`config.mk`:
```
export PLATFORM = sky130hd
export DESIGN_NAME = card_list_append
export DESIGN_NICKNAME = d
export VERILOG_FILES = /design/src/rtl/card_mem_pkg.sv /design/src/rtl/card_node_pack.sv /design/src/rtl/card_list_append.sv
export SDC_FILE = /design/constraint.sdc
export NUM_CORES = 1
export LEC_CHECK = 0
export CORE_ASPECT_RATIO = 0.9
export CORE_UTILIZATION = 44
export DETAILED_ROUTE_END_ITERATION = 16
export PLACE_DENSITY_LB_ADDON = 0.05
export SLEW_MARGIN = 20
export SYNTH_ARGS = -nofsm -noshare
export SYNTH_HDL_FRONTEND = slang
export SYNTH_SLANG_ARGS = --single-unit
```
`constraint.sdc`:
```
create_clock -name clock -period 2.3 [get_ports clock]
set_input_delay 0.46 -clock clock [delete_from_list [all_inputs] [get_ports clock]]
set_output_delay 0.46 -clock clock [all_outputs]
set_load 0.005 [all_outputs]
```
`src/rtl/card_mem_pkg.sv`:
```
// Shared card RAM node layout, field offsets and the append FSM state encoding.
package card_mem_pkg;

  localparam int unsigned ADDR_W   = 10;
  localparam int unsigned DATA_W   = 32;
  localparam int unsigned CARD_W   = 8;
  localparam int unsigned HDR_W    = 14;

  localparam int unsigned NEXT_LSB = 0;
  localparam int unsigned CARD_LSB = 10;
  localparam int unsigned HDR_LSB  = 18;

  localparam logic [ADDR_W-1:0] NULL_ADDR = 10'd0;
  // Header of a freshly written node: used=1, reserved bits clear
  localparam logic [HDR_W-1:0]  HDR_USED  = 14'h2000;

  typedef struct packed {
    logic              used;
    logic [12:0]       rsvd;
    logic [CARD_W-1:0] card;
    logic [ADDR_W-1:0] next;
  } node_t;

  typedef enum logic [3:0] {
    S_IDLE    = 4'd0,
    S_W_ADDR  = 4'd1,
    S_W_WAIT  = 4'd2,
    S_W_CHECK = 4'd3,
    S_ALLOC   = 4'd4,
    S_WR_NODE = 4'd5,
    S_LINK    = 4'd6,
    S_FIN     = 4'd7,
    S_FAIL    = 4'd8
  } state_e;

endpackage

```
`src/rtl/card_node_pack.sv`:
```
// Combinational pack of node fields into a RAM word and unpack of a RAM word into fields.
module card_node_pack
  import card_mem_pkg::*;
(
  input  logic [HDR_W-1:0]  pack_hdr,
  input  logic [CARD_W-1:0] pack_card,
  input  logic [ADDR_W-1:0] pack_next,
  output logic [DATA_W-1:0] pack_word_c,
  input  logic [DATA_W-1:0] unpack_word,
  output logic [HDR_W-1:0]  unpack_hdr_c,
  output logic [CARD_W-1:0] unpack_card_c,
  output logic [ADDR_W-1:0] unpack_next_c
);

  node_t node;

  always_comb begin
    node.used = pack_hdr[HDR_W-1];
    node.rsvd = pack_hdr[HDR_W-2:0];
    node.card = pack_card;
    node.next = pack_next;
  end

  assign pack_word_c   = node;
  assign unpack_hdr_c  = unpack_word[DATA_W-1:HDR_LSB];
  assign unpack_card_c = unpack_word[HDR_LSB-1:CARD_LSB];
  assign unpack_next_c = unpack_word[CARD_LSB-1:NEXT_LSB];

endmodule

```
`src/rtl/card_list_append.sv`:
```
// Appends one card node to the tail of a linked list held in the shared card RAM.
// Optional CARD_LIST_DUP_CHECK_EN aborts when the card is already present in the list.
module card_list_append
  import card_mem_pkg::*;
#(
  parameter int unsigned MAX_NODES     = 1000,
  parameter int unsigned ALLOC_TIMEOUT = 2048
) (
  input  logic        clock,
  input  logic        resetn,
  input  logic        start,
  input  logic [9:0]  head_addr,
  input  logic [7:0]  card,
  output logic        busy,
  output logic        done,
  output logic        error,
  output logic [9:0]  new_head,
  output logic        alloc_req,
  input  logic        alloc_ack,
  input  logic [9:0]  alloc_addr,
  output logic        ram_owner,
  output logic [9:0]  ram_address,
  output logic [31:0] ram_data,
  output logic        ram_wren,
  input  logic [31:0] ram_q
);

  localparam int unsigned HOP_W = $clog2(MAX_NODES + 1);
  localparam int unsigned TMR_W = $clog2(ALLOC_TIMEOUT + 1);

  state_e state, state_d;

  logic [ADDR_W-1:0] head_q, cur_q, tail_q, nptr_q;
  logic [CARD_W-1:0] card_q, tail_card_q;
  logic [HDR_W-1:0]  tail_hdr_q;
  logic [HOP_W-1:0]  hops_q;
  logic [TMR_W-1:0]  timer_q;

  logic [HDR_W-1:0]  pack_hdr;
  logic [CARD_W-1:0] pack_card;
  logic [ADDR_W-1:0] pack_next;
  logic [DATA_W-1:0] pack_word_c;
  logic [HDR_W-1:0]  q_hdr_c;
  logic [CARD_W-1:0] q_card_c;
  logic [ADDR_W-1:0] q_next_c;

  logic dup_hit_c, hop_limit_c, alloc_expired_c;

  logic              busy_d, done_d, error_d, alloc_req_d, ram_owner_d, ram_wren_d;
  logic [ADDR_W-1:0] new_head_d, ram_address_d;
  logic [DATA_W-1:0] ram_data_d;

  card_node_pack u_node_pack (
    .pack_hdr      (pack_hdr),
    .pack_card     (pack_card),
    .pack_next     (pack_next),
    .pack_word_c   (pack_word_c),
    .unpack_word   (ram_q),
    .unpack_hdr_c  (q_hdr_c),
    .unpack_card_c (q_card_c),
    .unpack_next_c (q_next_c)
  );

`ifdef CARD_LIST_DUP_CHECK_EN
  assign dup_hit_c = (q_card_c == card_q);
`else
  assign dup_hit_c = 1'b0;
`endif

  assign hop_limit_c     = ((hops_q + HOP_W'(1)) == HOP_W'(MAX_NODES));
  assign alloc_expired_c = (timer_q == TMR_W'(ALLOC_TIMEOUT - 1));

  // State register
  always_ff @(posedge clock or negedge resetn) begin
    if (!resetn) state <= S_IDLE;
    else         state <= state_d;
  end

  // Next-state logic
  always_comb begin
    state_d = state;
    case (state)
      S_IDLE:    if (start) state_d = (head_addr == NULL_ADDR) ? S_ALLOC : S_W_ADDR;
      S_W_ADDR:  state_d = S_W_WAIT;
      S_W_WAIT:  state_d = S_W_CHECK;
      S_W_CHECK: begin
        if (dup_hit_c)                  state_d = S_FAIL;
        else if (q_next_c == NULL_ADDR) state_d = S_ALLOC;
        else if (hop_limit_c)           state_d = S_FAIL;
        else                            state_d = S_W_ADDR;
      end
      S_ALLOC: begin
        if (alloc_ack)            state_d = S_WR_NODE;
        else if (alloc_expired_c) state_d = S_FAIL;
      end
      S_WR_NODE: state_d = (head_q == NULL_ADDR) ? S_FIN : S_LINK;
      S_LINK:    state_d = S_FIN;
      S_FIN:     state_d = S_IDLE;
      S_FAIL:    state_d = S_IDLE;
      default:   state_d = S_IDLE;
    endcase
  end

  // Word to write: new node, or old tail relinked to the new node
  always_comb begin
    pack_hdr  = HDR_USED;
    pack_card = card_q;
    pack_next = NULL_ADDR;
    if (state_d == S_LINK) begin
      pack_hdr  = tail_hdr_q;
      pack_card = tail_card_q;
      pack_next = nptr_q;
    end
  end

  // Output logic keyed on the state being entered, so registered outputs line up with it
  always_comb begin
    busy_d        = (state_d != S_IDLE);
    done_d        = (state_d == S_FIN) || (state_d == S_FAIL);
    error_d       = (state_d == S_FAIL);
    alloc_req_d   = (state_d == S_ALLOC);
    ram_owner_d   = (state_d == S_W_ADDR) || (state_d == S_W_WAIT) || (state_d == S_W_CHECK) ||
                    (state_d == S_WR_NODE) || (state_d == S_LINK);
    ram_wren_d    = (state_d == S_WR_NODE) || (state_d == S_LINK);
    new_head_d    = new_head;
    ram_address_d = ram_address;
    ram_data_d    = ram_data;
    case (state_d)
      S_W_ADDR:  ram_address_d = (state == S_IDLE) ? head_addr : q_next_c;
      S_WR_NODE: begin
        ram_address_d = alloc_addr;
        ram_data_d    = pack_word_c;
      end
      S_LINK: begin
        ram_address_d = tail_q;
        ram_data_d    = pack_word_c;
      end
      S_FIN:     new_head_d = (head_q == NULL_ADDR) ? nptr_q : head_q;
      default:   ;
    endcase
  end

  // Registered outputs
  always_ff @(posedge clock or negedge resetn) begin
    if (!resetn) begin
      busy        <= 1'b0;
      done        <= 1'b0;
      error       <= 1'b0;
      alloc_req   <= 1'b0;
      ram_owner   <= 1'b0;
      ram_wren    <= 1'b0;
      new_head    <= '0;
      ram_address <= '0;
      ram_data    <= '0;
    end else begin
      busy        <= busy_d;
      done        <= done_d;
      error       <= error_d;
      alloc_req   <= alloc_req_d;
      ram_owner   <= ram_owner_d;
      ram_wren    <= ram_wren_d;
      new_head    <= new_head_d;
      ram_address <= ram_address_d;
      ram_data    <= ram_data_d;
    end
  end

  // Walk / allocation datapath
  always_ff @(posedge clock or negedge resetn) begin
    if (!resetn) begin
      head_q      <= '0;
      card_q      <= '0;
      cur_q       <= '0;
      hops_q      <= '0;
      timer_q     <= '0;
      tail_q      <= '0;
      tail_hdr_q  <= '0;
      tail_card_q <= '0;
      nptr_q      <= '0;
    end else begin
      timer_q <= (state == S_ALLOC) ? timer_q + TMR_W'(1) : '0;
      if (state == S_IDLE && start) begin
        head_q <= head_addr;
        card_q <= card;
        cur_q  <= head_addr;
        hops_q <= '0;
      end
      if (state == S_W_CHECK) begin
        if (q_next_c == NULL_ADDR) begin
          tail_q      <= cur_q;
          tail_hdr_q  <= q_hdr_c;
          tail_card_q <= q_card_c;
        end else begin
          cur_q  <= q_next_c;
          hops_q <= hops_q + HOP_W'(1);
        end
      end
      if (state == S_ALLOC && alloc_ack) nptr_q <= alloc_addr;
    end
  end

endmodule
```
# After elaboration in Yosys (flattened, before gate mapping)
# Index checks and enable logic that the tools add are counted.
# W data, S select, Z words.
[totals]
output_inout_bits = 58
register_bits = 154
wordCells = 74
inputBits = 64
[op_classes]
addsub = 2
n_eq_ne = 16
reduce_logical = 16
muxes = 21
[ops]
columns = ["operator", "n"]
rows = [
  ["$mux W10", 9],
  ["$logic_not A10 Y1", 3],
  ["$pmux W10 S3", 1],
  ["$eq A4 B3 Y1 const B", 7],
  ["$pmux W4 S7", 1],
  ["$mux W4", 5],
  ["$eq A4 B2 Y1 const B", 4],
  ["$mux W14", 1],
  ["$add A12 B1 Y12 const B", 1],
  ["$eq A12 B11 Y1 const B", 1],
  ["$mux W12", 1],
  ["$add A10 B1 Y10 const B", 1],
  ["$eq A10 B10 Y1 const B", 1],
  ["$eq A4 B1 Y1 const B", 2],
  ["$mux W8", 1],
  ["$logic_or A1 B1 Y1", 6],
  ["$eq A4 B4 Y1 const B", 1],
  ["$logic_not A4 Y1", 1],
  ["$reduce_bool A4 Y1", 1],
  ["$mux W3", 1],
  ["$reduce_bool A3 Y1", 1],
  ["$logic_and A1 B1 Y1", 2],
  ["$reduce_and A2 Y1", 1],
  ["$reduce_or A2 Y1", 1],
  ["$mux W1", 1],
]

# Logic depth before layout (Yosys ltp)
# Gate-level depths: netlist of run 1.
[depth]
ltp_word = 10
mapped_depth = 9
mapped_depth_nobuf = 7

# Cells and area by module
# From an unflattened synthesis of run 1, not the netlist that was laid out.
[hier_totals]
hier_cells = 743
area_unflattened_um2 = 7297.0
[by_module_without_submodules]
columns = ["mod", "seq_area_each_um2", "cells_each", "area_each_um2", "instances"]
rows = [
  ["card_list_append", 3853.7, 679, 6816.5, 1],
  ["card_node_pack", 0.0, 64, 480.5, 1],
]

# Least setup slack after synthesis of run 1
# No wires, ideal clock.
[synth_path]
path_kind = "reg-to-reg"
from = "register head_q[4]"
to = "register ram_address[0]"
stages_incl_launch_ff = 8
t_required_ps = 2175
period_less_slack_ps = 2259
setup_slack_ps = 41
setup_ps = 125
t_arrival_ps = 2134
n_path_buf = 1
cell_sequence = "dfrtp_1 > or4_4 > nor4_4 > or2_1 > buf_4 > o21ai_2 > a21oi_4 > mux2_2"
[synth_between]
elab_chain_cells = 5
word_cells_on_any_way = 8
classes_between = "3 x eq/ne; 3 x mux; 2 x reduce/logical"
[synth_rtl]
columns = ["element", "line_no", "rtl"]
rows = [
  ["from (decl)", "card_list_append.sv:33", "logic [ADDR_W-1:0] head_q, cur_q, tail_q, nptr_q;"],
  ["from (signal assigned)", "card_list_append.sv:183", "head_q <= head_addr;"],
  ["$logic_not A10 Y1 *", "card_list_append.sv:96", "S_WR_NODE: state_d = (head_q == NULL_ADDR) ? S_FIN : S_LINK;"],
  ["$mux W1 *", "card_list_append.sv:96", ""],
  ["$pmux W4 S7 *", "card_list_append.sv:82", "case (state)"],
  ["$eq A4 B3 Y1 / $eq A4 B1 Y1 (equally long branches)", "card_list_append.sv:128", "case (state_d)"],
  ["$pmux W10 S3 / $reduce_bool A3 Y1 (equally long branches)", "-", ""],
  ["to (signal assigned)", "card_list_append.sv:163", "ram_address <= ram_address_d;"],
  ["to (decl)", "card_list_append.sv:22", "output logic [9:0] ram_address,"],
]
# Mark *: on every way between the ends. The rest lies on a longest branch, timed or not.
# A chain may end at the register's enable or synchronous reset.

# Worst setup path after layout of run 1
[layout_path]
from = "register head_q[4]"
to = "register ram_address[9]"
# Same word-level chain as after synthesis.

==> metrics, run 1 <==
sequential fraction of the synthesis area=57.3%; clock sink total=154; Pleak=4.43 nW; largest net degree at the start of global routing=53; Root Driver=clkbuf_16; CTS Buf Count=17; CTS Buffer Depth=2; GR Overflow Total=0; most frequent cells in the layout=174 x nand2_1, 154 x dfrtp_1, 120 x clkdlybuf4s50_1; kind of critical path=reg2reg; fmax=439 MHz; nets@finish=910; syn nets=724; # setup viols final=0; first-pass GRT wire length=29200 um; drt drc=0; Clock Latency Late Sink=0.42 ns; relative slew slack=65.1%; min-delay worst type=reg2reg; Max VDD drop=0.862 mV; Tot Pwr=10.5 mW; met1 wire length=8560 um; antenna violations before repair=0; fraction of layout cells with a size suffix above 1=20.5%; H-tree Lvls=4; half-perimeter wire length after placement=12900 um; Die Wd=132 um; Post-Place Cells=1017; DR top layer=met4; IO buf count=121; Tcrit/Tclk final=99.1%; DIE AREA=15800 um2; met3 wire len=1020 um; vias in the first global route=5547; area of the core=14800 um2; routability cong.=0.831; met2 WL=8290 um; Worst EP required=2.61 ns; Avg Inst Size Synth=10.2 um2; IO Count=122; initial drt markers=402; Area growth syn-to-layout=39.0%; crit path time final=2.28 ns; post-layout util=63.1%; commonest register cell after synthesis=dfrtp_1; ANT nets after route=0; Final Non-Filler Cells=1053; Max Slew Vio Count=0; Initial Util=45.4%; Netlist Area Pre-Place=6720 um2; routed vias/inst=5.27; CTS clk-pin slew, worst paths=0.06 ns; RSZ-0062 raised after global routing=yes; Synthesis Warnings=0; final hold violations=0; Critical Path Start Type=flop; Critical Path Sink Type=flop; GRT Total Usage=24.3%; Max FO, Critical Path=10; post-DR wirelength/cell=17.2 um; skew final=0.00811 ns; Ant. Diodes=0; worst hold slack=0.469 ns; Vias=5551; Post-synth EDFFs=0; Syn Inst Count=657; Fin Setup TNS=0 ns; status=finished, final reports clean; die height=119 um; Async SR Flop Fraction=100%; maxcap violations=0; row count=42; critical path data arrival time=2.59 ns; Slew @ Worst Pin=0.524 ns; first drt pass iteration count=5; CTS tree=yes; commonest non-fill, non-tap cell in the layout=nand2_1; PD cells=1120 nW/um2; Seq cells post-synth=154; synth unique cells=54; final WL=18100 um
cell type report:
class / count / area, um2
clock buffers: 20 / 457
well taps: 198 / 248
flip-flops and latches: 154 / 3850
fillers: 1263 / 5480
inverters: 10 / 37.5
repair buffers: 204 / 1900
multi-input cells: 456 / 2730
clock inverters: 11 / 121
Yosys cell counts, types with 2 or more instances:
| master | number | share of area (%) |
|---|---|---|
| mux2_2 | 41 | 6.9 |
| or3_1 | 6 | 0.56 |
| nand2_1 | 175 | 9.8 |
| nor4_1 | 4 | 0.37 |
| buf_2 | 8 | 0.60 |
| nor3_1 | 4 | 0.30 |
| buf_1 | 2 | 0.11 |
| nand4_1 | 6 | 0.56 |
| a21oi_1 | 16 | 1.2 |
| clkbuf_1 | 24 | 1.3 |
| and3_1 | 2 | 0.19 |
| ha_1 | 3 | 0.56 |
| o21ai_0 | 51 | 3.8 |
| nand3_1 | 39 | 2.9 |
| o31ai_1 | 2 | 0.22 |
| dfrtp_1 | 154 | 57 |
| xor2_1 | 4 | 0.52 |
| nor2_1 | 24 | 1.3 |
| mux2i_1 | 18 | 2.7 |
| inv_1 | 10 | 0.56 |
| a222oi_1 | 8 | 1.2 |
| and2_1 | 5 | 0.47 |
| nor2b_1 | 4 | 0.37 |
| buf_4 | 2 | 0.22 |
| a22oi_1 | 9 | 1.0 |
| xnor2_1 | 7 | 0.91 |
| a31oi_1 | 2 | 0.19 |
cells by family (layout without fill, tap and decap cells):
group	after synthesis	in the layout	share of synthesized area, %
adders and majority gates	3	3	0.559
DFF	154	154	57.3
AOI/OAI and AO/OA	98	98	9.08
buffers and inverters	47	245	2.90
and+or+nand+nor	284	284	19.0
xor gates and xnor gates	11	11	1.43
muxes	60	60	9.72
worst max-delay path, cell delays in order, from the launching register on:
cell and delay [ns]:
dfrtp_1 0.38, or4_4 0.56, nor4_4 0.29, buf_4 0.19
a211oi_2 0.05, o21ai_2 0.18, a21oi_4 0.05, buf_12 0.15
mux2_1 0.30
worst paths after layout:
path,slack [ns],end,start,cells past startpoint
worst max-delay path,0.02,ram_address[9],head_q[4],8
worst min-delay path,0.47,ram_data[21],tail_hdr_q[3],2
worst max register to register,0.02,ram_address[9],head_q[4],8
worst min register to register,0.47,ram_data[21],tail_hdr_q[3],2
max in group asynchronous,1.10,ram_data[16],resetn,3
min in group asynchronous,0.54,timer_q[9],resetn,2
where the power goes:
| part | total [mW] | switching [mW] | internal [mW] |
|---|---|---|---|
| Sequential | 4.00 | 0.513 | 3.49 |
| Clock | 2.75 | 1.10 | 1.65 |
| Combinational | 3.73 | 1.69 | 2.04 |
| Total | 10.5 | 3.30 | 7.18 |
layer usage:
layer  up-vias  track usage, %
li1       2627               -
met1      2730            34.6
met3        18            5.53
met4         0            8.12
met2       176            36.6
met5         -               0
stage by stage:
stage                     cell area (um2)  worst slack [ns]
final                                9340            0.0201
after CTS                            9310            0.0149
after global placement               8670            -0.511
after detailed placement             8670            -0.547
after floorplan                      6720            0.0408
after global routing                 9340           -0.0369
registers in the layout, indices dropped and copies added (netlist names), 8 cells and up:
register,cells
ram_data,32
tail_hdr_q,14
timer_q,12
cur_q,10
head_q,10
hops_q,10
new_head,10
nptr_q,10
ram_address,10
tail_q,10
card_q,8
tail_card_q,8
repair_timing:
| item | 4_1_cts | 5_1_grt |
|---|---|---|
| gates resized for setup | 8 | 14 |
| hold buffers | 1 | 0 |
| endpoints found under the setup margin | 12 | 17 |
| buffers inserted | 4 | 0 |
| endpoints found under the hold margin | 47 | 0 |
| pin swaps | 1 | 5 |
Note: power is estimated with default switching activity, not from simulation.
==> run 2: changes to the inputs <==
SYNTH_HIERARCHICAL = 1   (was default)
==> metrics, run 2 <==
DIE AREA=17100 um2 (+8.4%); GRT Total Usage=22.7% (-1.6 points); largest net degree at the start of global routing=57 (+7.5%); critical path data arrival time=2.71 ns (+0.12 ns); Tot Pwr=10.5 mW (+0.35%); IO Count=122 (unchanged); min-delay worst type=reg2reg; row count=44 (+4.8%); Syn Inst Count=743 (+13%); dpl cell area=8860 um2 (+2.2%); Largest register FFs=32 (unchanged); Synth Area in XOR/XNOR=1.32% (-0.11 points); first-pass GRT wire length=29200 um (+0.19%); Max FO, Critical Path=10 (unchanged); Simple-Gate Fraction of Synth Area=19.8% (+0.84 points); most area-consuming cells after synthesis=dfrtp_1 53%, nand2_1 11%, mux2_2 7.7%; die height=124 um (+4.1%); mux cell area share after synthesis=9.09% (-0.63 points); RSZ-0062 raised after global routing=yes; CTS Buf Count=17 (unchanged); skew final=0.00767 ns (-0.000441 ns); Critical Path, Cell by Cell=or4_4 -> nor4_4 -> a221o_1 -> a21oi_2 -> o31ai_4 -> buf_12 -> mux2_2; PD cells=1070 nW/um2 (-4.7%); drt drc=0 (unchanged); status=finished, violations left; ANT nets after route=0 (unchanged); IO buf count=121 (unchanged); Vias=5642 (+1.6%); synth unique cells=46 (-15%); area of the core=16200 um2 (+9.2%); CTS Buffer Depth=2 (unchanged); Avg Inst Size Synth=9.82 um2 (-4.0%); commonest register cell after synthesis=dfrtp_1; antenna violations before repair=1 (+1); Worst Setup Slack, final=-0.114 ns (-0.134 ns); most frequent cells in the layout=177 x nand2_1, 153 x dfrtp_1, 120 x clkdlybuf4s50_1; Critical Path Sink Type=flop; fmax=414 MHz (-5.5%); Die Wd=138 um (+4.1%); commonest non-fill, non-tap cell in the layout=nand2_1; routed vias/inst=5.13 (-2.6%); Largest stage delay, worst path=0.54 ns (-0.02 ns); worst hold slack=0.472 ns (+0.00317 ns); final WL=18500 um (+2.2%); Clock Latency Late Sink=0.42 ns (about the same); nets@finish=946 (+4.0%); Max VDD drop=0.691 mV (-20%); Netlist Area Pre-Place=7300 um2 (+8.6%); H-tree Lvls=4 (unchanged); kind of critical path=reg2reg; worst reg2reg setup slack=-0.11 ns (-0.13 ns); most common cell in the synthesized netlist=nand2_1; Tcrit/Tclk final=105% (+5.8 points); WP buf/inv=1 (-1); compound-cell area share of the yosys netlist=7.53% (-1.6 points); Post-synth EDFFs=0 (unchanged); Commonest cells post-synth=209 x nand2_1, 154 x dfrtp_1, 64 x buf_4; clock sink total=154 (unchanged); # setup viols final=39 (+39); Slew @ Worst Pin=0.509 ns (-0.0155 ns); Async SR Flop Fraction=100% (unchanged); post-synth top area cell=dfrtp_1; crit path time final=2.41 ns (+0.134 ns); syn nets=810 (+12%); critical path's top delay family=simple AND/OR/NAND/NOR gates; final hold violations=0 (unchanged); CTS tree=yes; fraction of the mapped netlist area in adder cells=0.514% (-0.044 points); routability cong.=0.843 (+1.4%); relative slew slack=66.1% (+1.0 points); met2 Track Usage GR=38.1% (+1.5 points); met1 GRT Util=29.5% (-5.1 points); Seq cells post-synth=154 (unchanged); Synthesis Warnings=6 (+6); initial drt markers=304 (-24%); Top Usage Layer GRT=met2; Pleak=4.77 nW (+7.5%); fin area=9840 um2 (+5.3%); CTS clk-pin slew, worst paths=0.06 ns (about the same); Fin Setup TNS=-1.55 ns (-1.55 ns); Root Driver=clkbuf_16; vias in the first global route=5711 (+3.0%); met3 layer usage reported by global route=5.49% (-0.040 points); top-area cell type share of the netlist area=52.8% (-4.5 points); sequential fraction of the synthesis area=52.8% (-4.5 points); main combinational cell family by area after synthesis=simple AND/OR/NAND/NOR gates; Area growth syn-to-layout=34.8%; failing checks=negative setup slack; Critical Path Start Type=flop; Max Slew Vio Count=0 (unchanged); Top reg by flops=ram_data; half-perimeter wire length after placement=12700 um (-1.5%); first drt pass iteration count=5 (unchanged); maxcap violations=0 (unchanged); slowest stage cell on the critical path=or4_4; Largest regs=ram_data (32), tail_hdr_q (14), timer_q (12); post-layout util=60.8% (-2.3 points); Worst EP required=2.60 ns (about the same); post-DR wirelength/cell=16.8 um (-2.1%); fraction of layout cells with a size suffix above 1=25.7% (+5.2 points); Initial Util=45.1% (-0.27 points); GR Overflow Total=0 (unchanged)
[run 2: changes by cell type after synthesis, moves of 13 or more]
cell	change
buf_4	+62
nand2_1	+34
o21ai_0	-32
nand3_1	-27
and2_1	+24
a21oi_1	+13
[run 2: timing repair]
action	4_1_cts	5_1_grt
endpoints found under the setup margin	37	62
hold buffers	1	0
cloned	1	3
pin swaps	0	47
endpoints found under the hold margin	42	0
buffers inserted	4	2
gates resized for setup	14	62
[run 2: power breakdown]
| part | leakage (nW) | internal, mW | switching, mW |
|---|---|---|---|
| clock | 0.283 | 1.63 | 1.10 |
| sequential | 2.02 | 3.43 | 0.445 |
| combinational | 2.46 | 2.09 | 1.82 |
| total | 4.77 | 7.15 | 3.37 |
[run 2: final cells by class]
class | count | area (um2)
antenna | 1 | 2.50
clock buffer | 18 | 439
clock inverter | 13 | 143
fill | 1382 | 6350
inverter | 12 | 47.5
multi-input combinational | 480 | 3020
sequential | 154 | 3850
tap | 207 | 259
timing repair buffer | 214 | 2070
[run 2: cells by family (layout without fill, tap and decap cells)]
family | count (synthesis) | after routing
buffers and inverters | 109 | 257
XOR/XNOR | 11 | 11
AO/OA/AOI/OAI | 83 | 83
AND/OR/NAND/NOR | 323 | 323
flip-flops | 154 | 154
other | 0 | 1
adder cells (fa/ha/maj) | 3 | 3
multiplexers | 60 | 60
[run 2: final timing paths]
check / startpoint / to / cells after the start
min in group asynchronous: resetn / ram_data[20] / 2
max in group asynchronous: resetn / hops_q[0] / 3
max reg2reg: head_q[4] / ram_address[7] / 7
min: ram_data[22] / ram_data[22] / 2
max: head_q[4] / ram_address[7] / 7
min reg2reg: ram_data[22] / ram_data[22] / 2
[run 2: per-layer routing]
metal / share of wire (%) / vias up
met5: 0 / -
met4: 1.6 / 0
met2: 50 / 130
li1: - / 2704
met1: 44 / 2785
met3: 4.8 / 23
[run 2: worst reg2reg max path: cells and delay by family (launching register included)]
family	cells	cell delay (ns)
buf+inv	1	0.17
compound gates	3	0.50
mux	1	0.34
flops	1	0.38
simple gates	2	0.91
[run 2: per-stage QoR]
| stage | std cells | worst slack, ns |
|---|---|---|
| floorplan | 743 | -0.0233 |
| global placement | 1056 | -0.496 |
| detailed placement | 1056 | -0.561 |
| CTS | 1093 | -0.103 |
| global route | 1098 | -0.202 |
| finish | 1099 | -0.114 |
==> edit 1, RTL diff (settings of run 2) <==
Reset style: synchronous (`resetn`), changed in 3 clocked blocks.
--- a/src/rtl/card_list_append.sv
+++ b/src/rtl/card_list_append.sv
@@ -71,7 +71,7 @@
   assign alloc_expired_c = (timer_q == TMR_W'(ALLOC_TIMEOUT - 1));
 
   // State register
-  always_ff @(posedge clock or negedge resetn) begin
+  always_ff @(posedge clock) begin
     if (!resetn) state <= S_IDLE;
     else         state <= state_d;
   end
@@ -141,7 +141,7 @@
   end
 
   // Registered outputs
-  always_ff @(posedge clock or negedge resetn) begin
+  always_ff @(posedge clock) begin
     if (!resetn) begin
       busy        <= 1'b0;
       done        <= 1'b0;
@@ -166,7 +166,7 @@
   end
 
   // Walk / allocation datapath
-  always_ff @(posedge clock or negedge resetn) begin
+  always_ff @(posedge clock) begin
     if (!resetn) begin
       head_q      <= '0;
       card_q      <= '0;
Check against the original RTL: differs if resetn is asserted again (counterexample within 4 cycles, from zero or initial values and one cycle with resetn low); with resetn held inactive, the same outputs for 10 cycles.
==> edit 1 against run 2 <==
- the run still ends with setup timing left
- worst setup slack better by 0.042 ns
- sequential cell count stayed put
- routed wire length is 5.8% higher
- synthesized area is 5.0% lower
- final area is 7.3% lower
- non-clock buffer count is 4 lower
- critical path type unchanged
Power is not compared: it rests on default switching activity, and its combinational part moved more than twofold at a synthesized area within 25%.
==> edit 1: results (changes against run 2) <==
metric;value;unit;change
Setup TNS Final;-0.383;ns;was -1.55 ns
Post-Route M1 WL;9090;um;was 8100 um
top cells by area, synth;dfxtp_1 (44%), nand2_1 (14%), a21oi_1 (10%), buf_4 (7.0%), nor2_1 (2.8%);;was dfrtp_1 (53%), nand2_1 (11%), mux2_2 (7.7%), buf_4 (6.6%), and2_1 (2.5%)
Register-to-Register Path Depth;8;;was 7
met3 WL;985;um;was 889 um
Vias/cell;5.23;;was 5.13
half-perimeter wire length after detailed placement;13600;um;was 12700 um
run status;complete, but fails checks;;unchanged
dpl cell area;8460;sq um;was 8860 sq um
GR Util met1;0.328;;was 0.295
commonest cells in the netlist;nand2_1 (253), dfxtp_1 (154), a21oi_1 (143), buf_4 (65), nor2_1 (51);;was nand2_1 (209), dfrtp_1 (154), buf_4 (64), mux2_2 (50), nor2_1 (32)
Most used DFF post-synth;dfxtp_1;;was dfrtp_1
Least-Margin Pin Slew;0.416;ns;was 0.509 ns
GR Util met2;0.395;;was 0.381
post-route worst setup slack;-0.0712;ns;was -0.114 ns
Synth Area in XOR/XNOR;0.0139;;was 0.0132
Total Wirelength;19600;um;was 18500 um
mux cell area share after synthesis;0.0274;;was 0.0909
Seq/Total Area, Yosys;0.445;;was 0.528
violated checks;setup timing;;unchanged
final setup violation count;10;;was 39
global-route wire length before repair;31100;um;was 29200 um
GR Util All Layers;0.248;;was 0.227
syn nets;959;;was 810
largest net degree at the start of global routing;63;;was 57
worst r2r dst;ram_address[8]$_SDFFE_PN0P_;;was ram_address[7]$_DFFE_PN0P_
[edit 1: changes by cell type after synthesis, sizes merged, moves of 11 or more]
cell | before | now
nor2 | 33 | 51
o211ai | 13 | 0
nand2 | 209 | 253
dfrtp | 154 | 0
mux2 | 50 | 8
clkbuf | 29 | 45
a211oi | 1 | 12
dfxtp | 0 | 154
a21oi | 30 | 143
[edit 1: final cells by class]
type / count / area, sq um
repair buffers: 210 / 1970
well taps: 202 / 253
multi-input cells: 616 / 3230
fillers: 1397 / 6270
clock inverters: 11 / 120
clock buffers: 21 / 450
inverters: 2 / 8.76
flip-flops and latches: 154 / 3090
[edit 1: timing repair]
| item | 4_1_cts | 5_1_grt |
|---|---|---|
| gates resized for setup | 11 | 16 |
| gates cloned | 0 | 0 |
| pin swaps | 3 | 1 |
| endpoints found under the setup margin | 41 | 48 |
| endpoints found under the hold margin | 0 | 0 |
| setup buffers | 0 | 0 |
| hold buffers | 0 | 0 |
==> edit 2, RTL diff (settings of run 2) <==
Made on the original files. Add a define of `CARD_LIST_DUP_CHECK_EN`.
--- a/src/rtl/card_list_append.sv
+++ b/src/rtl/card_list_append.sv
@@ -1,5 +1,7 @@
 // Appends one card node to the tail of a linked list held in the shared card RAM.
 // Optional CARD_LIST_DUP_CHECK_EN aborts when the card is already present in the list.
+`define CARD_LIST_DUP_CHECK_EN
+
 module card_list_append
   import card_mem_pkg::*;
 #(
Formal check against the unedited RTL: not equivalent (a bounded check fails within 10 cycles, from zero or initial values and one cycle with resetn low).
==> edit 2 against run 2 <==
- the run still ends with setup timing left
- critical endpoint is now ram_address[8]$_DFFE_PN0P_
- power down 13%
- sequential share of layout area grew 0.16 points
- routed wire length grew 5.2%
- sequential cell count stayed put
- fmax up 4.6%
- worst setup slack gained 0.11 ns
- first-iteration DRC count is 21% higher
- synthesized area up 2.7%
- final area is 0.45% lower
==> edit 2: results (changes against run 2) <==
metric;value;unit;change
total gr overflow;0;;unchanged
delay-heaviest family, CP;simple AND/OR/NAND/NOR gates;;unchanged
Most used DFF post-synth;dfrtp_1;;unchanged
ys async rst share;1.00;;unchanged
violated checks;setup timing;;unchanged
CTS Buffer Depth;2;;unchanged
final setup violation count;1;;was 39
share of cells above drive strength 1;0.210;;was 0.257
Clock Pin Slew Worst Setup and Hold Paths;0.06;ns;about the same
HP Class;input port to flop;;was flop to flop
GR Util met1;0.338;;was 0.295
Ant. Diodes;0;;was 1
crit-path max cell delay;0.58;ns;was 0.54 ns
PortBufs;121;;unchanged
clock skew;0.00812;ns;was 0.00767 ns
Max Fanout on Critical Path;12;;was 10
worst vdd ir;0.640;mV;was 0.691 mV
Critical Path Slowest Stage Cell;or4_1;;was or4_4
top cells by area, synth;dfrtp_1 (51%), nand2_1 (11%), buf_4 (6.5%), mux2_2 (6.0%), a21oi_1 (2.5%);;was dfrtp_1 (53%), nand2_1 (11%), mux2_2 (7.7%), buf_4 (6.6%), and2_1 (2.5%)
syn nets;864;;was 810
Least-Margin Pin Slew;0.485;ns;was 0.509 ns
Nets;990;;was 946
Unique masters post-synth;51;;was 46
Critical Path Source;head_q[4]$_DFFE_PN0P_;;unchanged
post-route worst setup slack;-0.00670;ns;was -0.114 ns
top-area cell type share of the netlist area;0.514;;was 0.528
Synthesis Warnings;6;;unchanged
GR Util All Layers;0.235;;was 0.227
hold path startpoint;ram_q[7];;was ram_data[22]$_DFFE_PN0N_
global-route wire length before repair;32000;um;was 29200 um
detailed-route via count;6040;;was 5642
commonest cells in the netlist;nand2_1 (215), dfrtp_1 (154), buf_4 (65), mux2_2 (40), a21oi_1 (38);;was nand2_1 (209), dfrtp_1 (154), buf_4 (64), mux2_2 (50), nor2_1 (32)
leak pwr;4.68;nW;was 4.77 nW
biggest regs;ram_data (32), tail_hdr_q (14), timer_q (12);;unchanged
WL/cell;17.0;um;was 16.8 um
Post-Layout Cell Count;1143;;was 1099
CP Data Arrival Time;2.61;ns;was 2.71 ns
GR Util met3;0.0529;;was 0.0549
Filler cells;1380;;was 1382
drt pass-1 iters;4;;was 5
largest net degree at the start of global routing;55;;was 57
GR Util met2;0.353;;was 0.381
Final Wtd Congestion;0.839;;was 0.843
# H-tree levels;4;;unchanged
initial antenna violation count;0;;was 1
synthesized netlist cell count;797;;was 743
half-perimeter wire length after detailed placement;14000;um;was 12700 um
Num CTS Buffers;17;;unchanged
run status;complete, but fails checks;;unchanged
drt initial violations;367;;was 304
vias in the first global route;6097;;was 5711
Seq/Total Area, Yosys;0.514;;was 0.528
edit 2: area by class of cell:
cell class | instances | share of cell area
sequential | 154 | 0.393
multi-input combinational | 517 | 0.311
timing repair buffer | 211 | 0.200
clock buffer | 17 | 0.0434
tap | 207 | 0.0264
clock inverter | 15 | 0.0170
inverter | 22 | 0.00843
edit 2: cells by family (layout without fill, tap and decap cells):
kind of cell / after synthesis / after routing / share of synthesized area
and+or+nand+nor: 358 / 359 / 0.216
DFF: 154 / 154 / 0.514
buffers and inverters: 127 / 265 / 0.0988
AOI/OAI and AO/OA: 98 / 98 / 0.0855
muxes: 41 / 41 / 0.0614
xor gates and xnor gates: 16 / 16 / 0.0187
adders and majority gates: 3 / 3 / 0.00501
edit 2: final timing paths:
check	slack [ns]	end	depth (start not counted)
max	-0.007	ram_address[8]$_DFFE_PN0P_	8
min	0.40	cur_q[7]$_DFF_PN0_	4
max reg2reg	-0.007	ram_address[8]$_DFFE_PN0P_	8
min reg2reg	0.47	ram_data[29]$_DFFE_PN0N_	2
max in group asynchronous	1.01	ram_address[8]$_DFFE_PN0P_	3
min in group asynchronous	0.54	timer_q[2]$_DFF_PN0_	2
edit 2: metal layers:
| metal | part of all wire | wire length, um |
|---|---|---|
| met5 | 0 | 0 |
| met4 | 0.018 | 350 |
| met3 | 0.056 | 1090 |
| met2 | 0.45 | 8690 |
| met1 | 0.48 | 9350 |
edit 2: worst reg2reg max path: cells and delay by family (launching register included):
family                 cells  cell delay [ns]
AO/OA/AOI/OAI              2             0.38
buffers and inverters      2             0.36
flip-flops                 1             0.38
AND/OR/NAND/NOR            4             1.07
edit 2: where the power goes:
group / total (mW) / switching, mW / internal (mW)
clock: 2.79 / 1.17 / 1.62
combinational: 2.84 / 1.41 / 1.43
sequential: 3.50 / 0.329 / 3.17
edit 2: what timing repair did:
action	4_1_cts	5_1_grt
setup buffers	4	6
hold buffers	1	0
endpoints found under the setup margin	20	46
endpoints found under the hold margin	48	0
gates resized for setup	22	32
cloned	1	2
pin swaps	8	6
edit 2: metrics by stage:
step | area, sq um | setup slack, ns | util | setup TNS (ns)
global placement | 8990 | -0.613 | 0.548 | -25.52
global route | 9790 | -0.0904 | 0.597 | -0.836
detailed placement | 8990 | -0.661 | 0.548 | -27.35
finish | 9790 | -0.00670 | 0.597 | -0.00670
floorplan | 7490 | -0.186 | - | -1.86
CTS | 9670 | -0.0752 | 0.589 | -0.613
